--- src/rtl/csa_pkg.sv ---
// ----------------------------------------------------------------------------
// csa_pkg
// Shared types and default widths for the CSA calculation scheduler.
//   slot_st_e  : per-instance slot state (FREE / RUNNING / DONE)
//   disp_st_e  : dispatch FSM state (D_IDLE / D_READ / D_START)
//   CSA_IN_W_DEF / CSA_OUT_W_DEF : default operand / result widths
// ----------------------------------------------------------------------------
package csa_pkg;

   localparam int CSA_IN_W_DEF  = 40;
   localparam int CSA_OUT_W_DEF = 48;

   typedef enum logic [1:0] {
      SLOT_FREE    = 2'd0,
      SLOT_RUNNING = 2'd1,
      SLOT_DONE    = 2'd2
   } slot_st_e;

   typedef enum logic [1:0] {
      D_IDLE  = 2'd0,
      D_READ  = 2'd1,
      D_START = 2'd2
   } disp_st_e;

endpackage

--- src/rtl/csa_sched_slot.sv ---
// ----------------------------------------------------------------------------
// csa_sched_slot
// One scheduler slot: tracks a CSA instance through FREE -> RUNNING -> DONE
// and holds its captured result until the word is retired.
// Ports:
//   clk, rst_n  : clock, synchronous active-low reset
//   start       : dispatch into this slot (honoured only when FREE)
//   done        : instance completion pulse (honoured only when RUNNING)
//   done_data   : instance result, captured with done
//   retire      : result written out (honoured only when DONE)
//   st          : current slot state
//   result      : captured result register
// ----------------------------------------------------------------------------
module csa_sched_slot
   import csa_pkg::*;
#(
   parameter int OUT_W = CSA_OUT_W_DEF
) (
   input  logic             clk,
   input  logic             rst_n,
   input  logic             start,
   input  logic             done,
   input  logic [OUT_W-1:0] done_data,
   input  logic             retire,
   output slot_st_e         st,
   output logic [OUT_W-1:0] result
);

   // Each event is gated by the state it belongs to, so stray done pulses
   // on FREE/DONE slots fall through without effect.
   always_ff @(posedge clk) begin
      if (!rst_n) begin
         st     <= SLOT_FREE;
         result <= '0;
      end else begin
         case (st)
            SLOT_FREE:    if (start) st <= SLOT_RUNNING;
            SLOT_RUNNING: if (done) begin
                             result <= done_data;
                             st     <= SLOT_DONE;
                          end
            SLOT_DONE:    if (retire) st <= SLOT_FREE;
            default:      st <= SLOT_FREE;
         endcase
      end
   end

endmodule

--- src/rtl/csa_calc_sched.sv ---
// ----------------------------------------------------------------------------
// csa_calc_sched
// Round-robin scheduler feeding words from an input FIFO to a pool of CSA
// calculation instances and writing results to an output FIFO in input order.
// Ports:
//   clk, rst_n          : clock, synchronous active-low reset
//   sched_en            : allow new dispatches
//   csa_in_r_ready      : input FIFO non-empty
//   csa_in_ren          : input FIFO read strobe (data valid next cycle)
//   csa_in_rdata        : input FIFO read data
//   calc_start          : one-hot start pulse per instance
//   calc_in_data        : shared operand bus, valid with calc_start
//   calc_done           : per-instance completion pulse
//   calc_out_data       : per-instance result, slice i for instance i
//   csa_out_error_full  : output FIFO full
//   csa_out_wen         : output FIFO write strobe
//   csa_out_wdata       : output FIFO write data
//   sched_idle          : all slots FREE and dispatcher idle
// Optional (macro CSA_CALC_SCHED_STAT_EN):
//   stat_dispatch_cnt, stat_retire_cnt, stat_stall_cnt : 32-bit wrapping counters
// ----------------------------------------------------------------------------
module csa_calc_sched
   import csa_pkg::*;
#(
   parameter int CSA_CALC_INST_NUM  = 4,
   parameter int CSA_CALC_IN_WIDTH  = CSA_IN_W_DEF,
   parameter int CSA_CALC_OUT_WIDTH = CSA_OUT_W_DEF
) (
   input  logic                                          clk,
   input  logic                                          rst_n,
   input  logic                                          sched_en,
   input  logic                                          csa_in_r_ready,
   output logic                                          csa_in_ren,
   input  logic [CSA_CALC_IN_WIDTH-1:0]                  csa_in_rdata,
   output logic [CSA_CALC_INST_NUM-1:0]                  calc_start,
   output logic [CSA_CALC_IN_WIDTH-1:0]                  calc_in_data,
   input  logic [CSA_CALC_INST_NUM-1:0]                  calc_done,
   input  logic [CSA_CALC_INST_NUM*CSA_CALC_OUT_WIDTH-1:0] calc_out_data,
   input  logic                                          csa_out_error_full,
   output logic                                          csa_out_wen,
   output logic [CSA_CALC_OUT_WIDTH-1:0]                 csa_out_wdata,
   output logic                                          sched_idle
`ifdef CSA_CALC_SCHED_STAT_EN
   ,
   output logic [31:0]                                   stat_dispatch_cnt,
   output logic [31:0]                                   stat_retire_cnt,
   output logic [31:0]                                   stat_stall_cnt
`endif
);

   localparam int N  = CSA_CALC_INST_NUM;
   localparam int OW = CSA_CALC_OUT_WIDTH;
   localparam int PW = (N > 1) ? $clog2(N) : 1;

   disp_st_e              dstate;
   logic [PW-1:0]         disp_ptr;
   logic [PW-1:0]         ret_ptr;
   slot_st_e              slot_st [N];
   logic [N-1:0][OW-1:0]  slot_res;
   logic [N-1:0]          slot_start;
   logic [N-1:0]          slot_retire;
   logic                  retire_go;
   logic                  disp_go;

   // Slot state is registered, so a slot freed by a retire this cycle still
   // looks busy to the D_IDLE check; dispatch follows one cycle later.
   assign disp_go   = sched_en && csa_in_r_ready && (slot_st[disp_ptr] == SLOT_FREE);
   assign retire_go = (slot_st[ret_ptr] == SLOT_DONE) && !csa_out_error_full;

   assign slot_start  = (dstate == D_START) ? (N'(1) << disp_ptr) : '0;
   assign slot_retire = retire_go ? (N'(1) << ret_ptr) : '0;

   // Strobes decode straight from the state register: ren during D_READ,
   // start during D_START, when the FIFO data has arrived.
   assign csa_in_ren   = (dstate == D_READ);
   assign calc_start   = slot_start;
   assign calc_in_data = (dstate == D_START) ? csa_in_rdata : '0;

   generate
      for (genvar i = 0; i < N; i++) begin : g_slot
         csa_sched_slot #(.OUT_W(OW)) u_slot (
            .clk       (clk),
            .rst_n     (rst_n),
            .start     (slot_start[i]),
            .done      (calc_done[i]),
            .done_data (calc_out_data[i*OW +: OW]),
            .retire    (slot_retire[i]),
            .st        (slot_st[i]),
            .result    (slot_res[i])
         );
      end
   endgenerate

   // Dispatch FSM
   always_ff @(posedge clk) begin
      if (!rst_n) begin
         dstate   <= D_IDLE;
         disp_ptr <= '0;
      end else begin
         case (dstate)
            D_IDLE:  if (disp_go) dstate <= D_READ;
            D_READ:  dstate <= D_START;
            D_START: begin
               dstate   <= D_IDLE;
               disp_ptr <= disp_ptr + 1'b1;  // N is a power of two: natural wrap
            end
            default: dstate <= D_IDLE;
         endcase
      end
   end

   // In-order retire: only the head slot may leave, so completion order
   // never affects output order.
   always_ff @(posedge clk) begin
      if (!rst_n) begin
         ret_ptr       <= '0;
         csa_out_wen   <= 1'b0;
         csa_out_wdata <= '0;
      end else begin
         csa_out_wen <= retire_go;
         if (retire_go) begin
            csa_out_wdata <= slot_res[ret_ptr];
            ret_ptr       <= ret_ptr + 1'b1;
         end
      end
   end

   always_comb begin
      sched_idle = (dstate == D_IDLE);
      for (int i = 0; i < N; i++)
         if (slot_st[i] != SLOT_FREE) sched_idle = 1'b0;
   end

`ifdef CSA_CALC_SCHED_STAT_EN
   always_ff @(posedge clk) begin
      if (!rst_n) begin
         stat_dispatch_cnt <= '0;
         stat_retire_cnt   <= '0;
         stat_stall_cnt    <= '0;
      end else begin
         if (dstate == D_START) stat_dispatch_cnt <= stat_dispatch_cnt + 32'd1;
         if (csa_out_wen)       stat_retire_cnt   <= stat_retire_cnt + 32'd1;
         if ((slot_st[ret_ptr] == SLOT_DONE) && csa_out_error_full)
            stat_stall_cnt <= stat_stall_cnt + 32'd1;
      end
   end
`endif

endmodule
--- config.mk ---
export PLATFORM = sky130hd
export DESIGN_NAME = csa_calc_sched
export DESIGN_NICKNAME = d
export VERILOG_FILES = /design/src/rtl/csa_pkg.sv /design/src/rtl/csa_sched_slot.sv /design/src/rtl/csa_calc_sched.sv
export SDC_FILE = /design/constraint.sdc
export NUM_CORES = 1
export LEC_CHECK = 0
export ABC_AREA = 1
export CORE_AREA = 2 2 142 178
export CTS_CLUSTER_DIAMETER = 40
export CTS_CLUSTER_SIZE = 30
export DETAILED_ROUTE_END_ITERATION = 10
export DIE_AREA = 0 0 144 180
export GPL_TIMING_DRIVEN = 0
export PLACE_DENSITY_LB_ADDON = 0.08
export SLEW_MARGIN = 20
export SYNTH_ARGS = -nofsm -noshare
export SYNTH_HDL_FRONTEND = slang
export SYNTH_SLANG_ARGS = --single-unit
--- constraint.sdc ---
create_clock -name clk -period 2.1 [get_ports clk]
set_input_delay 0.21 -clock clk [delete_from_list [all_inputs] [get_ports clk]]
set_output_delay 0.21 -clock clk [all_outputs]
set_load 0.02 [all_outputs]
==> metrics.md, run 1 <==
| Metric | Value |
|---|---|
| Clk_lat worst skew | 0.55 ns |
| Crit path capture type | primary output |
| Post-layout minimum cycle time | 2.005 ns |
| Vias/cell | 4.890 |
| Synthesis-to-finish area growth | 40.66% |
| Number of global-route vias before repair | ~11000 |
| Layout cell share with drive strength beyond 1 | 7.257% |
| Syn Nets | around 1900 |
| Final period util | between 90% and 100% |
| Initial Util | 46.12% |
| Synth Register Bits | 255 |
| IO buf count | approximately 330 |
| Setup CP Type | reg -> out |
| Max Freq | 0.4988 GHz |
| Max VDD drop | 0.0005560 V |
| Fillers | 2286 |
| TritonCTS clock tree | yes |
| # hold bufs at CTS | 0 |
| First-pass GRT wire length | 56480 um |
| RSZ-0062 raised after global routing | no |
| Vias | 11390 |
| Area of the die | 0.02592 mm^2 |
| Final Skew | 0.02315 ns |
| Slew Limit Fails | 0 |
| Drt initial violations | 621 |
| RePlAce Congestion | 0.8419 |
| CP arrival | ~1.8 ns |
| Synth top cells by count | a21oi_1 (301), inv_1 (297), o21ai_0 (292) |
| Worst hold path class | in -> reg |
| Final ANT Viol Nets | 0 |
| H-tree depth | 1 |
| Final hold vios | 0 |
| Internal | roughly 8.6 mW |
| FFs w/ async S/R, synth | 0% |
| DIE WIDTH | 144 um |
| Slew HR | 35.10% |
| Dominant cell by count in the synthesized netlist | a21oi_1 |
| Hold_sp | rst_n |
| Combinational share of power | 12.3% |
| Row count | 64 |
| Total global-route track usage | 27.74% |
| Pre-Repair DR Iteration Count | 5 |
| Pin count of the biggest net entering global routing | 16 |
| Least-Margin Pin Slew | 0.9735 ns |
| P_sw | approximately 2.9 mW |
| Reg2Reg Launch Point | g_slot[0].u_slot.st[1]$_SDFFE_PN0P_ |
| Core area | 0.02426 mm^2 |
| Antenna violations before repair | 2 |
| Pwr dens | 730.5 mW/mm^2 |
| Clock Power Share | 44.4% |
| Synth area leader | dfxtp_1 |
| Final wirelength | between 30000 and 40000 um |
| Worst EP required | about 1.9 ns |
| Post-CTS Setup Inserts | 0 |
| Reg power frac | 43.3% |
| Fin nets | 2224 |
| Leakage | 6.477 nW |
| Final hold slack | 0.05810 ns |
| Largest cells by area after synthesis | dfxtp_1 (46%), a21oi_1 (13%), o21ai_0 (13%) |
| Yosys top cell area share | 45.62% |
| Synth Warn # | 0 |
| IO Count | 336 |
| CTS buffer count | 29 |
| DP HPWL | around 28000 um |
| DR WL/cell | 15.79 um |
| CTS sink cnt | 255 |
| Cells after Synth | 1610 |
| Mapped Area | approximately 0.011 mm^2 |
| Die outline height | 180 um |
| DRC Markers | 0 |
| Clk slew on worst S/H paths | 0.07 ns |
| CP startpoint | disp_ptr[0]$_SDFFE_PN0N_ |
| Setup TNS Final | 0 ns |
| Syn_area_per_cell | 6.951 um^2 |
| Max cap viols | 0 |
| Switch share | 25.61% |
| Run status | finished clean |
| Grt ovf | 0 |
| CTS root buf | clkbuf_16 |
| Top FF cell, synth | dfxtp_1 |
| Setup crit start kind | register |
| CP max FO | 6 |
| Setup Viol. Count Final | 0 |
| Register area share after synthesis | between 40% and 50% |
| Post-synth EDFFs | 0 |
| Yosys cell types | 24 |
| Bufs on Longest Clock Path | 3 |
==> power by group through the flow <==
stage | combinational [mW] | clock [mW] | sequential (mW)
final | 1.42 | 5.11 | 4.98
after detailed placement | 1.42 | 0 | 5.09
after floorplan | 0.557 | 0 | 5.14
after CTS | 1.42 | 5.15 | 4.98
after global routing | 1.55 | 5.35 | 4.99
after global placement | 1.41 | 0 | 5.08
==> flip-flops by register name, summed over array words and instances (netlist names) <==
signal	flops
csa_out_wdata	48
disp_ptr	2
csa_out_wen	1
ret_ptr	2
dstate	2
g_slot.u_slot.result	192
g_slot.u_slot.st	8
==> final timing paths <==
kind	endpoint	slack [ns]	cells after the start
setup / recovery	calc_start[3]	0.1	5
hold / removal	g_slot[2].u_slot.result[10]$_SDFFE_PN0P_	0.06	3
setup reg to reg	g_slot[0].u_slot.result[43]$_SDFFE_PN0P_	0.18	5
hold reg to reg	g_slot[3].u_slot.result[12]$_SDFFE_PN0P_	0.44	2
==> layer usage <==
layer | wire length [um] | track usage [%]
met5 | 0 | 0
met4 | 1270 | 10.24
met3 | 2347 | 3.863
met2 | 18280 | 49.18
met1 | 14900 | 33.77
==> metrics by stage <==
| step | util (%) | worst slack, ns | cells | power [mW] | area [um^2] |
|---|---|---|---|---|---|
| global route | 64.88 | 0.007468 | 2330 | 11.89 | 15740 |
| global placement | 61.60 | -0.1750 | 2274 | 6.497 | 14950 |
| finish | 64.88 | 0.09511 | 2330 | 11.50 | 15740 |
| CTS | 65.53 | -0.0003300 | 2328 | 11.55 | 15900 |
| detailed placement | 61.60 | -0.2131 | 2274 | 6.505 | 14950 |
| floorplan | - | 0.5888 | 1610 | 5.692 | 11190 |
==> cells in the final DEF, fill, tap and decap left out, types with 3 or more instances in the layout <==
cell / count
a21oi_1: 301
buf_1: 6
buf_2: 20
buf_4: 13
buf_6: 8
clkbuf_1: 75
clkbuf_16: 29
clkbuf_2: 40
clkdlybuf4s50_1: 289
clkinv_4: 5
clkinvlp_4: 5
dfxtp_1: 255
ha_1: 8
inv_1: 296
inv_2: 3
inv_6: 5
nand2_1: 156
nand3_1: 6
nand3_2: 4
nand4_1: 4
nor2_1: 155
o21ai_0: 292
==> cell families (layout without fill, tap and decap cells) <==
kind of cell	count (synthesis)	after routing	synth area share, %
buffers and inverters	419	807	15.09
AO/OA/AOI/OAI	596	596	26.72
adder cells (fa/ha/maj)	8	8	0.8945
other	0	2	0
AND/OR/NAND/NOR	332	332	11.67
flip-flops	255	255	45.62
==> area by class of cell <==
type	count	area (um^2)	area share, %
Antenna cell	2	5.005	0.03179
Buffer	120	584.3	3.712
Clock buffer	33	760.7	4.833
Clock inverter	21	217.7	1.383
Inverter	299	1122	7.130
Multi-Input combinational cell	936	4397	27.93
Sequential cell	255	5105	32.43
Tap cell	330	412.9	2.623
Timing Repair Buffer	334	3137	19.93
==> repair_timing <==
action                     4_1_cts  5_1_grt
resized for setup               76       75
setup endpoints to repair       45       72
gates cloned                     0        0
==> critical path, cell delays in order, from the launching register on <==
cell and delay [ns]:
dfxtp_1 0.43, ha_1 0.18, inv_1 0.04, nor2_1 0.16
buf_4 0.13, dlygate4sd2_1 0.32
No activity file was read; power rests on OpenSTA's default activity.
==> run 2, diff against run 1 <==
==> constraint.sdc (replaced) <==
create_clock -name clk -period 2.1 [get_ports clk]
set_input_delay 0.315 -clock clk [delete_from_list [all_inputs] [get_ports clk]]
set_output_delay 0.315 -clock clk [all_outputs]
set_load 0.02 [all_outputs]
==> run 2 against run 1 <==
  * Utilization up 0.11 points
  * Setup slack worse by 0.013 ns
  * Total power rose by 0.12%
  * Global-route usage is essentially flat
  * Critical path depth is the same
  * Sequential cell count is the same
  * Maximum frequency shrank 0.63%
  * Final area up 0.17%
  * Die area did not move
  * Clock skew barely moved
  * Via count about the same
==> metrics.md, run 2 (synthesis results as in run 1) <==
| Metric | Value |
|---|---|
| Run status | finished clean |
| Post-layout minimum cycle time | 2.018 ns |
| CP max stage delay | between 0.3 and 0.4 ns |
| Clock Power Share | between 40 and 50% |
| Reg2Reg Launch Point | g_slot[2].u_slot.st[1]$_SDFFE_PN0P_ |
| PnR worst setup slack | roughly 0.082 ns |
| Max cap viols | 0 |
| Pre-Repair DR Iteration Count | 5 |
| Crit path cell chain | ha_1 -> inv_1 -> nor2_1 -> buf_4 -> clkdlybuf4s15_1 |
| Reg2reg setup slack | 0.15 ns |
| Layout cell share with drive strength beyond 1 | approximately 7.7% |
| DP HPWL | 28420 um |
| Final wirelength | 36870 um |
| H-tree depth | 1 |
| Setup Viol. Count Final | 0 |
| Crit path capture type | primary output |
| Bufs on Longest Clock Path | 3 |
| P_sw | 2.956 mW |
| Max VDD drop | approximately 0.00056 V |
| Top flop regs | g_slot.u_slot.result (192), csa_out_wdata (48), g_slot.u_slot.st (8) |
| CTS buffer count | 29 |
| Internal | 8.557 mW |
| IO buf count | 334 |
| RSZ-0062 raised after global routing | no |
| Leading cell types in the layout, fill and taps excluded | a21oi_1 (301), inv_1 (295), o21ai_0 (292) |
| DRC Markers | 0 |
| Worst hold path class | in -> reg |
| Row count | 64 |
| DIE WIDTH | 144 um |
| Post-CTS Setup Inserts | 0 |
| Setup crit start kind | register |
| Final hold vios | 0 |
| Drt initial violations | 629 |
| Setup WS pre-CTS | -0.3181 ns |
| Leakage | 6.511 nW |
| Worst path slowest cell | dfxtp_1 |
| Switch share | 25.67% |
| Synthesis-to-finish area growth | 40.90% |
| Slew HR | 36.57% |
| Initial Util | around 46% |
| Final Skew | 0.02350 ns |
| CP startpoint | disp_ptr[1]$_SDFFE_PN0N_ |
| Clk_lat worst skew | roughly 0.55 ns |
| Placed instance area | between 0.01 and 0.015 mm^2 |
| Post-cts sizing count | roughly 180 |
| Fin nets | 2224 |
| Pin count of the biggest net entering global routing | 16 |
| CP max FO | 4 |
| IO Count | 336 |
| Max Freq | 0.4957 GHz |
| CTS root buf | clkbuf_16 |
| Hold_sp | rst_n |
| # hold bufs at CTS | 0 |
| Least-Margin Pin Slew | 0.9514 ns |
| Vias/cell | about 4.9 |
| CP arrival | between 1.5 and 2 ns |
| Total global-route track usage | between 20 and 30% |
| DR WL/cell | between 15 and 20 um |
| Worst hold stages | 3 |
| First-pass GRT wire length | about 57000 um |
| Antenna violations before repair | 2 |
| Setup CP Type | reg -> out |
| Area of the die | 0.02592 mm^2 |
| Final instance area | 0.01577 mm^2 |
| Clk slew on worst S/H paths | 0.06 ns |
| Number of global-route vias before repair | 11160 |
| TritonCTS clock tree | yes |
| RePlAce Congestion | 0.8419 |
| CTS sink cnt | 255 |
| Combinational share of power | 12.3% |
| Grt ovf | 0 |
| Worst EP required | 1.78 ns |
| Max FFs per register | 192 |
| Vias | 11390 |
| Final period util | a little over nine tenths |
| Commonest non-fill, non-tap cell in the layout | a21oi_1 |
| R2R cell count | 5 |
| Final ANT Viol Nets | 0 |
| Reg power frac | 43.2% |
| Core area | 0.02426 mm^2 |
| Biggest register | g_slot.u_slot.result |
| Die outline height | between 150 and 200 um |
| Slew Limit Fails | 0 |
| Pwr dens | 730.2 mW/mm^2 |
## run 2: cell count changes in the layout (fill, tap and decap cells not counted), sizes merged
cell | before | now
clkbuf | 148 | 109
dlygate4sd2 | 2 | 1
clkdlybuf4s15 | 1 | 2
buf | 47 | 86
## run 2: stage by stage
step	power [mW]	instances	util (%)	hold slack, ns	setup TNS, ns
after floorplan	5.692	1610	-	0.4109	0
after global placement	6.497	2274	61.60	0.4275	-16.04
after detailed placement	6.505	2274	61.60	0.4319	-17.85
after CTS	11.55	2328	65.07	0.1392	0
after global routing	11.89	2330	64.99	0.1886	0
final	11.51	2330	64.99	0.1477	0
## run 2: layout make-up
class	count	area, um^2
Clock buffer	33	760.7
Antenna cell	2	5.005
Buffer	120	590.6
Fill cell	2293	8496
Multi-Input combinational cell	936	4413
Clock inverter	21	217.7
Timing Repair Buffer	334	3138
Sequential cell	255	5107
Tap cell	330	412.9
Inverter	299	1122
## run 2: per-layer routing
metal / vias to the layer above / share of wire [%] / track usage (%) / wire [um]
met5: - / 0 / 0 / 0
met4: 0 / 3.5 / 10.24 / 1304
met3: 82 / 6.7 / 3.756 / 2476
met2: 429 / 49 / 49.30 / 18220
met1: 5054 / 40 / 33.84 / 14860
li1: 5821 / - / - / -
## run 2: worst max-delay path: cells and delay by family (launching register included)
family                   cells  cell delay, ns
flip-flops                   1            0.39
adder cells (fa/ha/maj)      1            0.17
buffers and inverters        3            0.46
AND/OR/NAND/NOR              1            0.16
## run 2: final timing paths
kind / endpoint
setup / recovery: calc_start[3]
hold / removal: g_slot[2].u_slot.result[11]$_SDFFE_PN0P_
setup reg to reg: g_slot[2].u_slot.result[47]$_SDFFE_PN0P_
hold reg to reg: g_slot[3].u_slot.result[23]$_SDFFE_PN0P_
## run 2: power by group through the flow
stage,combinational [mW],sequential (mW),clock (mW)
floorplan,0.557,5.14,0
global placement,1.41,5.08,0
detailed placement,1.42,5.09,0
CTS,1.42,4.98,5.15
global route,1.55,4.99,5.35
finish,1.42,4.98,5.11
